## config.mk

```make
export PLATFORM = sky130hd
export DESIGN_NAME = riscv_multicycle_control
export DESIGN_NICKNAME = d
export VERILOG_FILES = /design/src/rtl/riscv_multicycle_control_pkg.sv /design/src/rtl/riscv_multicycle_control_alu_decoder.sv /design/src/rtl/riscv_multicycle_control.sv
export SDC_FILE = /design/constraint.sdc
export NUM_CORES = 1
export LEC_CHECK = 0
export CORE_ASPECT_RATIO = 0.9
export CORE_MARGIN = 4
export CORE_UTILIZATION = 37
export CTS_CLUSTER_SIZE = 14
export DETAILED_ROUTE_END_ITERATION = 7
export HOLD_SLACK_MARGIN = 0.05
export PLACE_DENSITY = 0.88
export SYNTH_ARGS = -nofsm -noshare
export SYNTH_HDL_FRONTEND = slang
export SYNTH_SLANG_ARGS = --single-unit
```

## constraint.sdc

```tcl
create_clock -name clk -period 1.9 [get_ports clk]
set_clock_uncertainty 0.2 [all_clocks]
set_input_delay 0.38 -clock clk [delete_from_list [all_inputs] [get_ports clk]]
set_output_delay 0.38 -clock clk [all_outputs]
set_load 0.02 [all_outputs]
```

## src/rtl/riscv_multicycle_control_pkg.sv

```systemverilog
// Shared types for the multicycle RV32I controller.
// Contents:
//   alu_control_t  - ALU operation code driven to the datapath ALU
//   state_t        - controller FSM states (16 states, 4-bit encoding)
//   OP_*           - RV32I major opcodes recognised by the decoder
//   alu_src_a_t / alu_src_b_t / result_src_t / imm_src_t - datapath select encodings
//   imm_src_for()   - immediate format for an opcode
//   branch_alu()    - ALU operation used to evaluate a branch condition
//   branch_taken()  - branch resolution from funct3 and the ALU flags
package riscv_multicycle_control_pkg;

  typedef enum logic [3:0] {
    ALU_ADD  = 4'd0,
    ALU_SUB  = 4'd1,
    ALU_SLL  = 4'd2,
    ALU_SLT  = 4'd3,
    ALU_SLTU = 4'd4,
    ALU_XOR  = 4'd5,
    ALU_SRL  = 4'd6,
    ALU_SRA  = 4'd7,
    ALU_OR   = 4'd8,
    ALU_AND  = 4'd9
  } alu_control_t;

  typedef enum logic [3:0] {
    S_FETCH    = 4'd0,
    S_DECODE   = 4'd1,
    S_MEMADR   = 4'd2,
    S_MEMREAD  = 4'd3,
    S_MEMWB    = 4'd4,
    S_MEMWRITE = 4'd5,
    S_EXECR    = 4'd6,
    S_EXECI    = 4'd7,
    S_ALUWB    = 4'd8,
    S_BRANCH   = 4'd9,
    S_JAL      = 4'd10,
    S_JALR     = 4'd11,
    S_JALRLINK = 4'd12,
    S_LUI      = 4'd13,
    S_AUIPC    = 4'd14,
    S_ERROR    = 4'd15
  } state_t;

  localparam logic [6:0] OP_LOAD   = 7'b0000011;
  localparam logic [6:0] OP_STORE  = 7'b0100011;
  localparam logic [6:0] OP_RTYPE  = 7'b0110011;
  localparam logic [6:0] OP_ITYPE  = 7'b0010011;
  localparam logic [6:0] OP_BRANCH = 7'b1100011;
  localparam logic [6:0] OP_JAL    = 7'b1101111;
  localparam logic [6:0] OP_JALR   = 7'b1100111;
  localparam logic [6:0] OP_LUI    = 7'b0110111;
  localparam logic [6:0] OP_AUIPC  = 7'b0010111;

  typedef enum logic [1:0] {
    SRCA_PC    = 2'b00,
    SRCA_OLDPC = 2'b01,
    SRCA_RS1   = 2'b10,
    SRCA_ZERO  = 2'b11
  } alu_src_a_t;

  typedef enum logic [1:0] {
    SRCB_RS2  = 2'b00,
    SRCB_IMM  = 2'b01,
    SRCB_FOUR = 2'b10
  } alu_src_b_t;

  typedef enum logic [1:0] {
    RES_ALUOUT    = 2'b00,
    RES_MEMDATA   = 2'b01,
    RES_ALURESULT = 2'b10
  } result_src_t;

  typedef enum logic [2:0] {
    IMM_I = 3'b000,
    IMM_S = 3'b001,
    IMM_B = 3'b010,
    IMM_J = 3'b011,
    IMM_U = 3'b100
  } imm_src_t;

  // Unknown opcodes fall back to the I format; they never reach a state
  // that consumes the immediate.
  function automatic imm_src_t imm_src_for(input logic [6:0] op);
    case (op)
      OP_STORE:         return IMM_S;
      OP_BRANCH:        return IMM_B;
      OP_JAL:           return IMM_J;
      OP_LUI, OP_AUIPC: return IMM_U;
      default:          return IMM_I;
    endcase
  endfunction

  function automatic alu_control_t branch_alu(input logic [2:0] funct3);
    case (funct3[2:1])
      2'b00:   return ALU_SUB;   // beq / bne compare via subtraction
      2'b10:   return ALU_SLT;   // blt / bge
      2'b11:   return ALU_SLTU;  // bltu / bgeu
      default: return ALU_ADD;
    endcase
  endfunction

  // For SLT/SLTU the ALU result is 1 when a < b, so "less than" is !zero.
  function automatic logic branch_taken(input logic [2:0] funct3,
                                        input logic zero,
                                        input logic equal);
    case (funct3)
      3'b000:          return equal;
      3'b001:          return !equal;
      3'b100, 3'b110:  return !zero;
      3'b101, 3'b111:  return zero;
      default:         return 1'b0;
    endcase
  endfunction

endpackage

```

## src/rtl/riscv_multicycle_control_alu_decoder.sv

```systemverilog
// Combinational ALU operation decoder for R-type and I-type arithmetic.
// Ports:
//   funct3_i      in  3  instr[14:12]
//   funct7b5_i    in  1  instr[30]
//   is_rtype_i    in  1  1 when decoding a register-register instruction
//   alu_control_o out    ALU operation
module riscv_multicycle_control_alu_decoder
  import riscv_multicycle_control_pkg::*;
(
  input  logic [2:0]   funct3_i,
  input  logic         funct7b5_i,
  input  logic         is_rtype_i,
  output alu_control_t alu_control_o
);

  always_comb begin
    alu_control_o = ALU_ADD;
    case (funct3_i)
      // instr[30] is part of the immediate for ADDI, so SUB exists only in R-type.
      3'b000:  alu_control_o = (is_rtype_i && funct7b5_i) ? ALU_SUB : ALU_ADD;
      3'b001:  alu_control_o = ALU_SLL;
      3'b010:  alu_control_o = ALU_SLT;
      3'b011:  alu_control_o = ALU_SLTU;
      3'b100:  alu_control_o = ALU_XOR;
      // Shift-right type is selected by instr[30] for both SRAI and SRA.
      3'b101:  alu_control_o = funct7b5_i ? ALU_SRA : ALU_SRL;
      3'b110:  alu_control_o = ALU_OR;
      3'b111:  alu_control_o = ALU_AND;
      default: alu_control_o = ALU_ADD;
    endcase
  end

endmodule

```

## src/rtl/riscv_multicycle_control.sv

```systemverilog
// Multicycle RV32I main controller. Sequences each instruction from FETCH
// through writeback and drives the ALU operation plus datapath selects and
// write strobes. Branches are resolved from the ALU zero/equal flags.
// Ports:
//   clk, rst          clock and synchronous active-high reset
//   op, funct3, funct7b5  instruction fields from the instruction register
//   zero, equal       ALU flags (result == 0, a == b)
//   mem_ready         memory completes the current access this cycle
//   alu_control       ALU operation
//   alu_src_a         00 PC, 01 OLDPC, 10 rs1, 11 zero
//   alu_src_b         00 rs2, 01 imm, 10 const 4
//   result_src        00 ALUOut reg, 01 mem data, 10 ALU result
//   imm_src           000 I, 001 S, 010 B, 011 J, 100 U
//   adr_src           0 PC, 1 result bus
//   ir_write, pc_write, reg_write, mem_write  write strobes
//   illegal           high while parked in ERROR
//   state_dbg         current FSM state (state_t encoding) for observation
//
// Memory handshake: the controller holds the address select and strobes of
// a memory state steady for as long as it stays in that state; the access
// completes in the cycle mem_ready is high, and only then does the FSM move
// on. Strobes that commit a fetch (ir_write/pc_write) are qualified by
// mem_ready so nothing changes while waiting, whereas mem_write stays high
// up to and including the completing cycle.
module riscv_multicycle_control
  import riscv_multicycle_control_pkg::*;
#(
  parameter bit ERROR_ON_ILLEGAL = 1'b1
) (
  input  logic         clk,
  input  logic         rst,
  input  logic [6:0]   op,
  input  logic [2:0]   funct3,
  input  logic         funct7b5,
  input  logic         zero,
  input  logic         equal,
  input  logic         mem_ready,
  output alu_control_t alu_control,
  output logic [1:0]   alu_src_a,
  output logic [1:0]   alu_src_b,
  output logic [1:0]   result_src,
  output logic [2:0]   imm_src,
  output logic         adr_src,
  output logic         ir_write,
  output logic         pc_write,
  output logic         reg_write,
  output logic         mem_write,
  output logic         illegal,
  output logic [3:0]   state_dbg
);

  // Where an unrecognised encoding sends the FSM.
  localparam state_t ILLEGAL_NEXT = ERROR_ON_ILLEGAL ? S_ERROR : S_FETCH;

  state_t       state_q, state_d;
  alu_control_t dec_alu;
  alu_src_a_t   src_a;
  alu_src_b_t   src_b;
  result_src_t  res_src;
  imm_src_t     imm_sel;

  riscv_multicycle_control_alu_decoder u_alu_decoder (
    .funct3_i      (funct3),
    .funct7b5_i    (funct7b5),
    .is_rtype_i    (state_q == S_EXECR),
    .alu_control_o (dec_alu)
  );

  always_ff @(posedge clk) begin
    if (rst) state_q <= S_FETCH;
    else     state_q <= state_d;
  end

  // Next-state logic.
  always_comb begin
    state_d = state_q;
    case (state_q)
      S_FETCH:  if (mem_ready) state_d = S_DECODE;
      S_DECODE: begin
        case (op)
          // Only word loads/stores are supported.
          OP_LOAD, OP_STORE: state_d = (funct3 == 3'b010) ? S_MEMADR : ILLEGAL_NEXT;
          OP_RTYPE:          state_d = S_EXECR;
          OP_ITYPE:          state_d = S_EXECI;
          OP_BRANCH:         state_d = (funct3[2:1] == 2'b01) ? ILLEGAL_NEXT : S_BRANCH;
          OP_JAL:            state_d = S_JAL;
          OP_JALR:           state_d = S_JALR;
          OP_LUI:            state_d = S_LUI;
          OP_AUIPC:          state_d = S_AUIPC;
          default:           state_d = ILLEGAL_NEXT;
        endcase
      end
      S_MEMADR:   state_d = (op == OP_LOAD) ? S_MEMREAD : S_MEMWRITE;
      S_MEMREAD:  if (mem_ready) state_d = S_MEMWB;
      S_MEMWB:    state_d = S_FETCH;
      S_MEMWRITE: if (mem_ready) state_d = S_FETCH;
      S_EXECR:    state_d = S_ALUWB;
      S_EXECI:    state_d = S_ALUWB;
      S_ALUWB:    state_d = S_FETCH;
      S_BRANCH:   state_d = S_FETCH;
      S_JAL:      state_d = S_ALUWB;
      S_JALR:     state_d = S_JALRLINK;
      S_JALRLINK: state_d = S_ALUWB;
      S_LUI:      state_d = S_ALUWB;
      S_AUIPC:    state_d = S_ALUWB;
      S_ERROR:    state_d = S_ERROR;
      default:    state_d = S_FETCH;
    endcase
  end

  // Output logic.
  always_comb begin
    alu_control = ALU_ADD;
    src_a       = SRCA_PC;
    src_b       = SRCB_RS2;
    res_src     = RES_ALUOUT;
    imm_sel     = imm_src_for(op);
    adr_src     = 1'b0;
    ir_write    = 1'b0;
    pc_write    = 1'b0;
    reg_write   = 1'b0;
    mem_write   = 1'b0;
    illegal     = 1'b0;
    case (state_q)
      S_FETCH: begin
        imm_sel  = IMM_I;  // IR not yet loaded, immediate meaningless
        src_a    = SRCA_PC;
        src_b    = SRCB_FOUR;
        res_src  = RES_ALURESULT;
        ir_write = mem_ready;
        pc_write = mem_ready;
      end
      S_DECODE: begin
        // Speculatively form OLDPC+imm; branch and JAL consume it from ALUOut.
        src_a = SRCA_OLDPC;
        src_b = SRCB_IMM;
      end
      S_MEMADR: begin
        src_a = SRCA_RS1;
        src_b = SRCB_IMM;
      end
      S_MEMREAD: begin
        adr_src = 1'b1;
        res_src = RES_ALUOUT;
      end
      S_MEMWB: begin
        res_src   = RES_MEMDATA;
        reg_write = 1'b1;
      end
      S_MEMWRITE: begin
        adr_src   = 1'b1;
        res_src   = RES_ALUOUT;
        mem_write = 1'b1;
      end
      S_EXECR: begin
        src_a       = SRCA_RS1;
        src_b       = SRCB_RS2;
        alu_control = dec_alu;
      end
      S_EXECI: begin
        src_a       = SRCA_RS1;
        src_b       = SRCB_IMM;
        alu_control = dec_alu;
      end
      S_ALUWB: begin
        res_src   = RES_ALUOUT;
        reg_write = 1'b1;
      end
      S_BRANCH: begin
        src_a       = SRCA_RS1;
        src_b       = SRCB_RS2;
        res_src     = RES_ALUOUT;
        alu_control = branch_alu(funct3);
        pc_write    = branch_taken(funct3, zero, equal);
      end
      S_JAL: begin
        // PC <- target held in ALUOut; ALU meanwhile forms the link value.
        src_a    = SRCA_OLDPC;
        src_b    = SRCB_FOUR;
        res_src  = RES_ALUOUT;
        pc_write = 1'b1;
      end
      S_JALR: begin
        // Target comes straight off the ALU result (rs1+imm).
        src_a    = SRCA_RS1;
        src_b    = SRCB_IMM;
        res_src  = RES_ALURESULT;
        pc_write = 1'b1;
      end
      S_JALRLINK: begin
        src_a = SRCA_OLDPC;
        src_b = SRCB_FOUR;
      end
      S_LUI: begin
        src_a = SRCA_ZERO;
        src_b = SRCB_IMM;
      end
      S_AUIPC: begin
        src_a = SRCA_OLDPC;
        src_b = SRCB_IMM;
      end
      S_ERROR: begin
        illegal = 1'b1;
      end
      default: ;
    endcase
    // A reset cycle abandons the in-flight state: nothing may commit.
    if (rst) begin
      ir_write  = 1'b0;
      pc_write  = 1'b0;
      reg_write = 1'b0;
      mem_write = 1'b0;
      illegal   = 1'b0;
    end
  end

  assign alu_src_a  = src_a;
  assign alu_src_b  = src_b;
  assign result_src = res_src;
  assign imm_src    = imm_sel;
  assign state_dbg  = state_q;

endmodule
```

==> metrics.cfg, run 1 <==
[floorplanning]
ios=39
rows=15
die_area_um2=3050
start_util=0.411
coreArea_um2=2010
dieWidth_um=57.8
die_y_um=52.8

[layout]
final_util=0.941
diodes=0
final_nets=229
largest_reg_flops=4
drive_gt1_frac=0.607
final.fill_count=63
syn2layout_area_growth_pct=129
final_cells=236

[run]
max-cap-violations=0

[placement]
place.port_buffers=38
hpwl_um=2790
gp_congestion=0.869
dp_cells=225

[detailed_routing]
drt_iter0_drc=127
drcViolationCount=0
drtAntennaViolNets=0
wl_per_cell_um=23.6
firstDrtPassIters=5
wl_um=5570
vias=1584
viasPerCell=6.71

[timing]
rsz0062_at_grt=true
setup-tns-final_ns=-2.42
hold_viol_final=0
relSlewSlack=0.740
final.period_utilization=1.13
min_period_ns=2.14
setup_ws_ns=-0.241
setup_viol=20
max_slew.worst_pin.slew_ns=0.385
drv_slew=0
fmaxAchievable_ghz=0.467

[grt]
grt_max_degree=17
grt_pass1_wl_um=6930
antenna_found_initial=0
grt.overflow.total=0
grt_pass1_vias=1475
gr-usage-all-layers=0.303

[power]
cellInternalPower_mw=1.26
p_leak_nw=0.835
power_frac_seq=0.087
finalPower_mw=2.49
pwr-share-comb=0.863
irDropWorstVdd_mv=1.02
p_sw_mw=1.23
power_density_nw_per_um2=1320
p_sw_frac=0.495
clkPwrFrac=0.050

[synth]
syn-cell-area_um2=825
synth-main-ff-cell=dfxtp_1
synth-edff-count=0
syn_inst=128
avgSynthCellArea_um2=6.44
synth-async-reset-ratio=0
synth_cell_types=46
yosys_warnings=0
ys_seq_area_frac=0.0971
synth_fp_nets=144
ys_ff_latch=4

[min_path]
hold_path.class=register to register

[cts]
cts_tree=yes
path_clk_slew_ns=0.05
insertion_delay_ns=0.26
clock-sinks=4
cts_buffers=3
cts_hold_buf=0
ctsRootBufferMaster=clkbuf_4
ctsLongestPathBuffers=2
htreeDepth=1

[worst_setup_path]
required_ns=1.32
arrival_ns=1.56
crit_fanout=5
criticalPathCategory=register to output pin
cp-start-kind=register
endpoint_kind=output pin

[run_status]
failed_checks=negative setup slack
outcome=finished with violations

-- kinds of logic (layout without fill, tap and decap cells) --
kind of cell / Yosys count / after routing / share of synthesized area
simple gates: 64 / 64 / 0.401
xor+xnor: 6 / 6 / 0.0637
buf+inv: 15 / 98 / 0.0789
flops: 4 / 4 / 0.0971
mux: 3 / 3 / 0.0379
compound gates: 36 / 36 / 0.322
-- power by group through the flow --
stage	logic (mW)	clock network [mW]	registers [mW]
floorplan	0.807	0	0.197
global placement	1.55	0	0.158
detailed placement	1.61	0	0.166
CTS	1.73	0.117	0.191
global route	2.22	0.129	0.213
finish	2.15	0.125	0.216
-- final cells by class --
cell class / instances / area (um2) / share of cell area
clock buffers: 3 / 22.5 / 0.0119
inverters: 4 / 15.0 / 0.00795
multi-input cells: 109 / 926 / 0.490
flip-flops and latches: 4 / 95.1 / 0.0503
well taps: 25 / 31.3 / 0.0166
repair buffers: 91 / 800 / 0.423
-- routing by layer --
layer,routed length (um),vias up,track usage
met5,0,-,0
met4,583,0,0.197
met3,627,70,0.0394
met2,2550,151,0.596
met1,1820,721,0.293
li1,-,642,-
-- metrics by stage --
stage | hold WS, ns | instance area [um2] | setup WS [ns]
after CTS | 0.426 | 1720 | -0.167
after floorplan | 0.279 | 925 | -0.0681
final | 0.488 | 1890 | -0.241
after detailed placement | 0.392 | 1620 | -0.850
after global routing | 0.560 | 1890 | -0.264
after global placement | 0.359 | 1620 | -0.820
-- worst paths after layout --
check | slack, ns | cells past startpoint | end | startpoint
max | -0.24 | 5 | alu_control[1] | state_dbg[3]
max reg2reg | 0.02 | 6 | state_dbg[0] | state_dbg[0]
min | 0.49 | 2 | state_dbg[3] | state_dbg[1]
min reg2reg | 0.49 | 2 | state_dbg[3] | state_dbg[1]
-- cell usage in the layout (no fill, tap or decap), drive strengths merged, types with 2 or more instances in the layout --
cell / netlist / final
mux2i: 2 / 2
clkdlybuf4s15: 0 / 4
nand2b: 3 / 3
clkbuf: 8 / 4
o22ai: 3 / 3
nor2b: 5 / 5
or2: 3 / 3
and2: 2 / 2
nand3: 4 / 4
a21oi: 5 / 5
nor4: 3 / 3
clkdlybuf4s50: 0 / 2
or3b: 2 / 2
nor3: 8 / 8
buf: 3 / 73
a211o: 2 / 2
nand2: 15 / 15
o21ai: 8 / 8
a22oi: 2 / 2
or3: 2 / 2
inv: 4 / 4
a221o: 2 / 2
dlygate4sd2: 0 / 10
nor2: 14 / 14
xnor2: 5 / 5
dfxtp: 4 / 4
-- Yosys cell counts, drive strengths merged (3+ instances only) --
cell / instances / share of area
nor2b: 5 / 0.038
dfxtp: 4 / 0.097
o22ai: 3 / 0.023
o21ai: 8 / 0.049
nand2: 15 / 0.068
clkbuf: 8 / 0.036
buf: 3 / 0.024
nor4: 3 / 0.023
or2: 3 / 0.023
inv: 4 / 0.018
nor3: 8 / 0.049
nand2b: 3 / 0.023
xnor2: 5 / 0.053
nor2: 14 / 0.064
nand3: 4 / 0.024
a21oi: 5 / 0.030
-- repair_timing --
item	CTS	global route
cloned	0	0
resized for setup	150	41
setup endpoints to repair	27	22
buffers inserted	1	7
pin swaps	12	13
-- critical path, cell delays in order (launching register included) --
cell	delay, ns
dfxtp_4	0.41
nor4bb_4	0.34
buf_4	0.18
a22oi_2	0.06
o22ai_2	0.16
buf_6	0.15
Note: power is estimated with default switching activity, not from simulation.
==> inputs of run 2 (changes only) <==
--- a/config.mk
+++ b/config.mk
@@ -7,11 +7,12 @@
 export LEC_CHECK = 0
 export CORE_ASPECT_RATIO = 0.9
 export CORE_MARGIN = 4
-export CORE_UTILIZATION = 37
+export CORE_UTILIZATION = 41
 export CTS_CLUSTER_SIZE = 14
 export DETAILED_ROUTE_END_ITERATION = 7
 export HOLD_SLACK_MARGIN = 0.05
-export PLACE_DENSITY = 0.88
+export PLACE_DENSITY = 0.92
+export SKIP_LAST_GASP = 1
 export SYNTH_ARGS = -nofsm -noshare
 export SYNTH_HDL_FRONTEND = slang
 export SYNTH_SLANG_ARGS = --single-unit
==> constraint.sdc (replaced) <==
create_clock -name clk -period 2.2 [get_ports clk]
set_clock_uncertainty 0.2 [all_clocks]
set_input_delay 0.44 -clock clk [delete_from_list [all_inputs] [get_ports clk]]
set_output_delay 0.44 -clock clk [all_outputs]
set_load 0.02 [all_outputs]
==> run 2 against run 1 <==
  * The flow now finishes without violations
  * Largest power group unchanged
  * Total power fell by 41%
  * Clock-buffer cell count did not move
  * Critical path type is now input pin to output pin
  * Routed wire length fell by 40%
==> metrics.cfg, run 2 (synthesized netlist as in run 1, its figures left out) <==
[run_status]
outcome=complete, no violations  ; was finished with violations

[grt]
gr-usage-all-layers=0.236  ; was 0.303
grt.overflow.total=0  ; unchanged
grt_max_degree=16  ; was 17
grt_pass1_wl_um=5290  ; was 6930 um
antenna_found_initial=0  ; unchanged
grt_pass1_vias=1239  ; was 1,475

[floorplanning]
rows=15  ; unchanged
ios=39  ; unchanged
die_y_um=50.5  ; was 52.8 um
start_util=0.431  ; was 0.411
die_area_um2=2790  ; was 3050 um2
dieWidth_um=55.3  ; was 57.8 um
coreArea_um2=1910  ; was 2010 um2

[placement]
dp_cells=217  ; was 225
hpwl_um=2510  ; was 2790 um
place.port_buffers=38  ; unchanged
gp_congestion=0.868  ; was 0.869

[worst_setup_path]
required_ns=1.56  ; was 1.32 ns
worstSetupStartpoint=op[0]  ; was state_dbg[3]
slowest_stage=clkdlybuf4s50_1  ; was dfxtp_4
criticalPathCategory=input pin to output pin  ; was register to output pin
max_stage_delay_ns=0.48  ; was 0.41 ns
arrival_ns=1.54  ; was 1.56 ns
crit_family=buffers and inverters  ; was flip-flops
crit_fanout=3  ; was 5
critPathBufInv=2  ; unchanged
path_cells=clkdlybuf4s50_1, nand2_1, nor4_2, buf_2  ; was nor4bb_4, buf_4, a22oi_2, o22ai_2, buf_6
endpoint_kind=output pin  ; unchanged
cp-start-kind=input pin  ; was register
r2r-start=state_dbg[1]  ; was state_dbg[0]

[power]
irDropWorstVdd_mv=0.596  ; was 1.02 mV
cellInternalPower_mw=0.750  ; was 1.26 mW
p_leak_nw=0.684  ; was 0.835 nW
p_sw_mw=0.715  ; was 1.23 mW
clkPwrFrac=0.069  ; was 0.050
p_sw_frac=0.488  ; was 0.495
pwr-share-comb=0.827  ; was 0.863
power_density_nw_per_um2=981  ; was 1320 nW/um2
power_frac_seq=0.104  ; was 0.087

[timing]
whs_ns=0.531  ; was 0.488 ns
rsz0062_at_grt=true  ; unchanged
relSlewSlack=0.749  ; was 0.740
hold_viol_final=0  ; unchanged
setup_viol=0  ; was 20
final.period_utilization=0.991
fmaxAchievable_ghz=0.459
min_period_ns=2.18
max_slew.worst_pin.slew_ns=0.373  ; was 0.385 ns
drv_slew=0  ; unchanged

[layout]
final_nets=214  ; was 229
most-common-layout-cells=buf_4, nand2_1, nor2_1  ; was buf_4, buf_6, nand2_1
layout.cells.most_common=buf_4  ; unchanged
largest_reg_flops=4  ; unchanged
drive_gt1_frac=0.403  ; was 0.607
final_cells=221  ; was 236
diodes=0  ; unchanged
final_util=0.780  ; was 0.941
syn2layout_area_growth_pct=81.2  ; was 129%

[cts]
ctsRootBufferMaster=clkbuf_4  ; unchanged
cts_buffers=3  ; unchanged
insertion_delay_ns=0.25  ; was 0.26 ns
cts_tree=yes  ; unchanged
ctsLongestPathBuffers=2  ; unchanged
clock-sinks=4  ; unchanged
htreeDepth=1  ; unchanged
path_clk_slew_ns=0.04  ; was 0.05 ns
cts_hold_buf=0  ; unchanged

[run]
max-cap-violations=0  ; unchanged

[detailed_routing]
wl_per_cell_um=15.1  ; was 23.6 um
wl_um=3340  ; was 5570 um
drtAntennaViolNets=0  ; unchanged
drcViolationCount=0  ; unchanged
vias=1259  ; was 1,584
viasPerCell=5.70  ; was 6.71
firstDrtPassIters=4  ; was 5
drt_iter0_drc=42  ; was 127

[min_path]
holdCritStartpoint=state_dbg[3]  ; was state_dbg[1]
hold_path.class=register to register  ; unchanged

==> run 2: routing by layer <==
layer,part of all wire,vias up,global-route usage,wire [um]
met5,0,-,0,0
met4,0.018,0,0.121,61
met3,0.055,7,0.0437,184
met2,0.52,56,0.465,1740
met1,0.41,588,0.233,1350
li1,-,608,-,-
==> run 2: worst paths after layout <==
check,to,slack [ns],cells past startpoint
max,imm_src[1],0.02,4
min,state_dbg[3],0.53,3
max reg2reg,state_dbg[0],0.41,6
min reg2reg,state_dbg[3],0.53,3
==> run 2: stage by stage <==
| stage | setup WS (ns) | total power, mW | instance area, um2 | setup TNS [ns] |
|---|---|---|---|---|
| 2_1_floorplan | -0.140 | 0.777 | 842 | -0.281 |
| 3_3_place_gp | -0.664 | 1.32 | 1480 | -6.39 |
| 4_1_cts | -0.268 | 1.42 | 1490 | -0.500 |
| 6_report | 0.0197 | 1.47 | 1490 | 0 |
| 5_1_grt | -0.0684 | 1.56 | 1490 | -0.104 |
| 3_5_place_dp | -0.724 | 1.36 | 1480 | -7.01 |
==> run 2: final cells by class <==
cell class	count	area, um2
fill	142	420
timing repair buffer	76	599
multi-input combinational	109	739
clock buffer	3	22.5
sequential	4	86.3
inverter	4	15.0
tap	25	31.3
==> run 2: what timing repair did <==
action                                  4_1_cts  5_1_grt
endpoints found under the setup margin       21       22
gates resized for setup                      62       45
endpoints found under the hold margin         0        0
setup buffers                                 0        1
pin swaps                                     2        1
==> run 2: power groups by stage <==
stage	Sequential [mW]	Combinational, mW	Clock, mW
3_3_place_gp	0.134	1.19	0
3_5_place_dp	0.134	1.23	0
4_1_cts	0.134	1.19	0.102
2_1_floorplan	0.167	0.610	0
5_1_grt	0.158	1.30	0.104
6_report	0.152	1.21	0.101
==> run 2: worst register-to-register path, stage by stage, from the launching register on <==
cell,delay (ns)
dfxtp_2,0.35
buf_4,0.18
or3b_4,0.41
buf_4,0.15
nor2_1,0.15
o311ai_0,0.17
o221ai_1,0.10
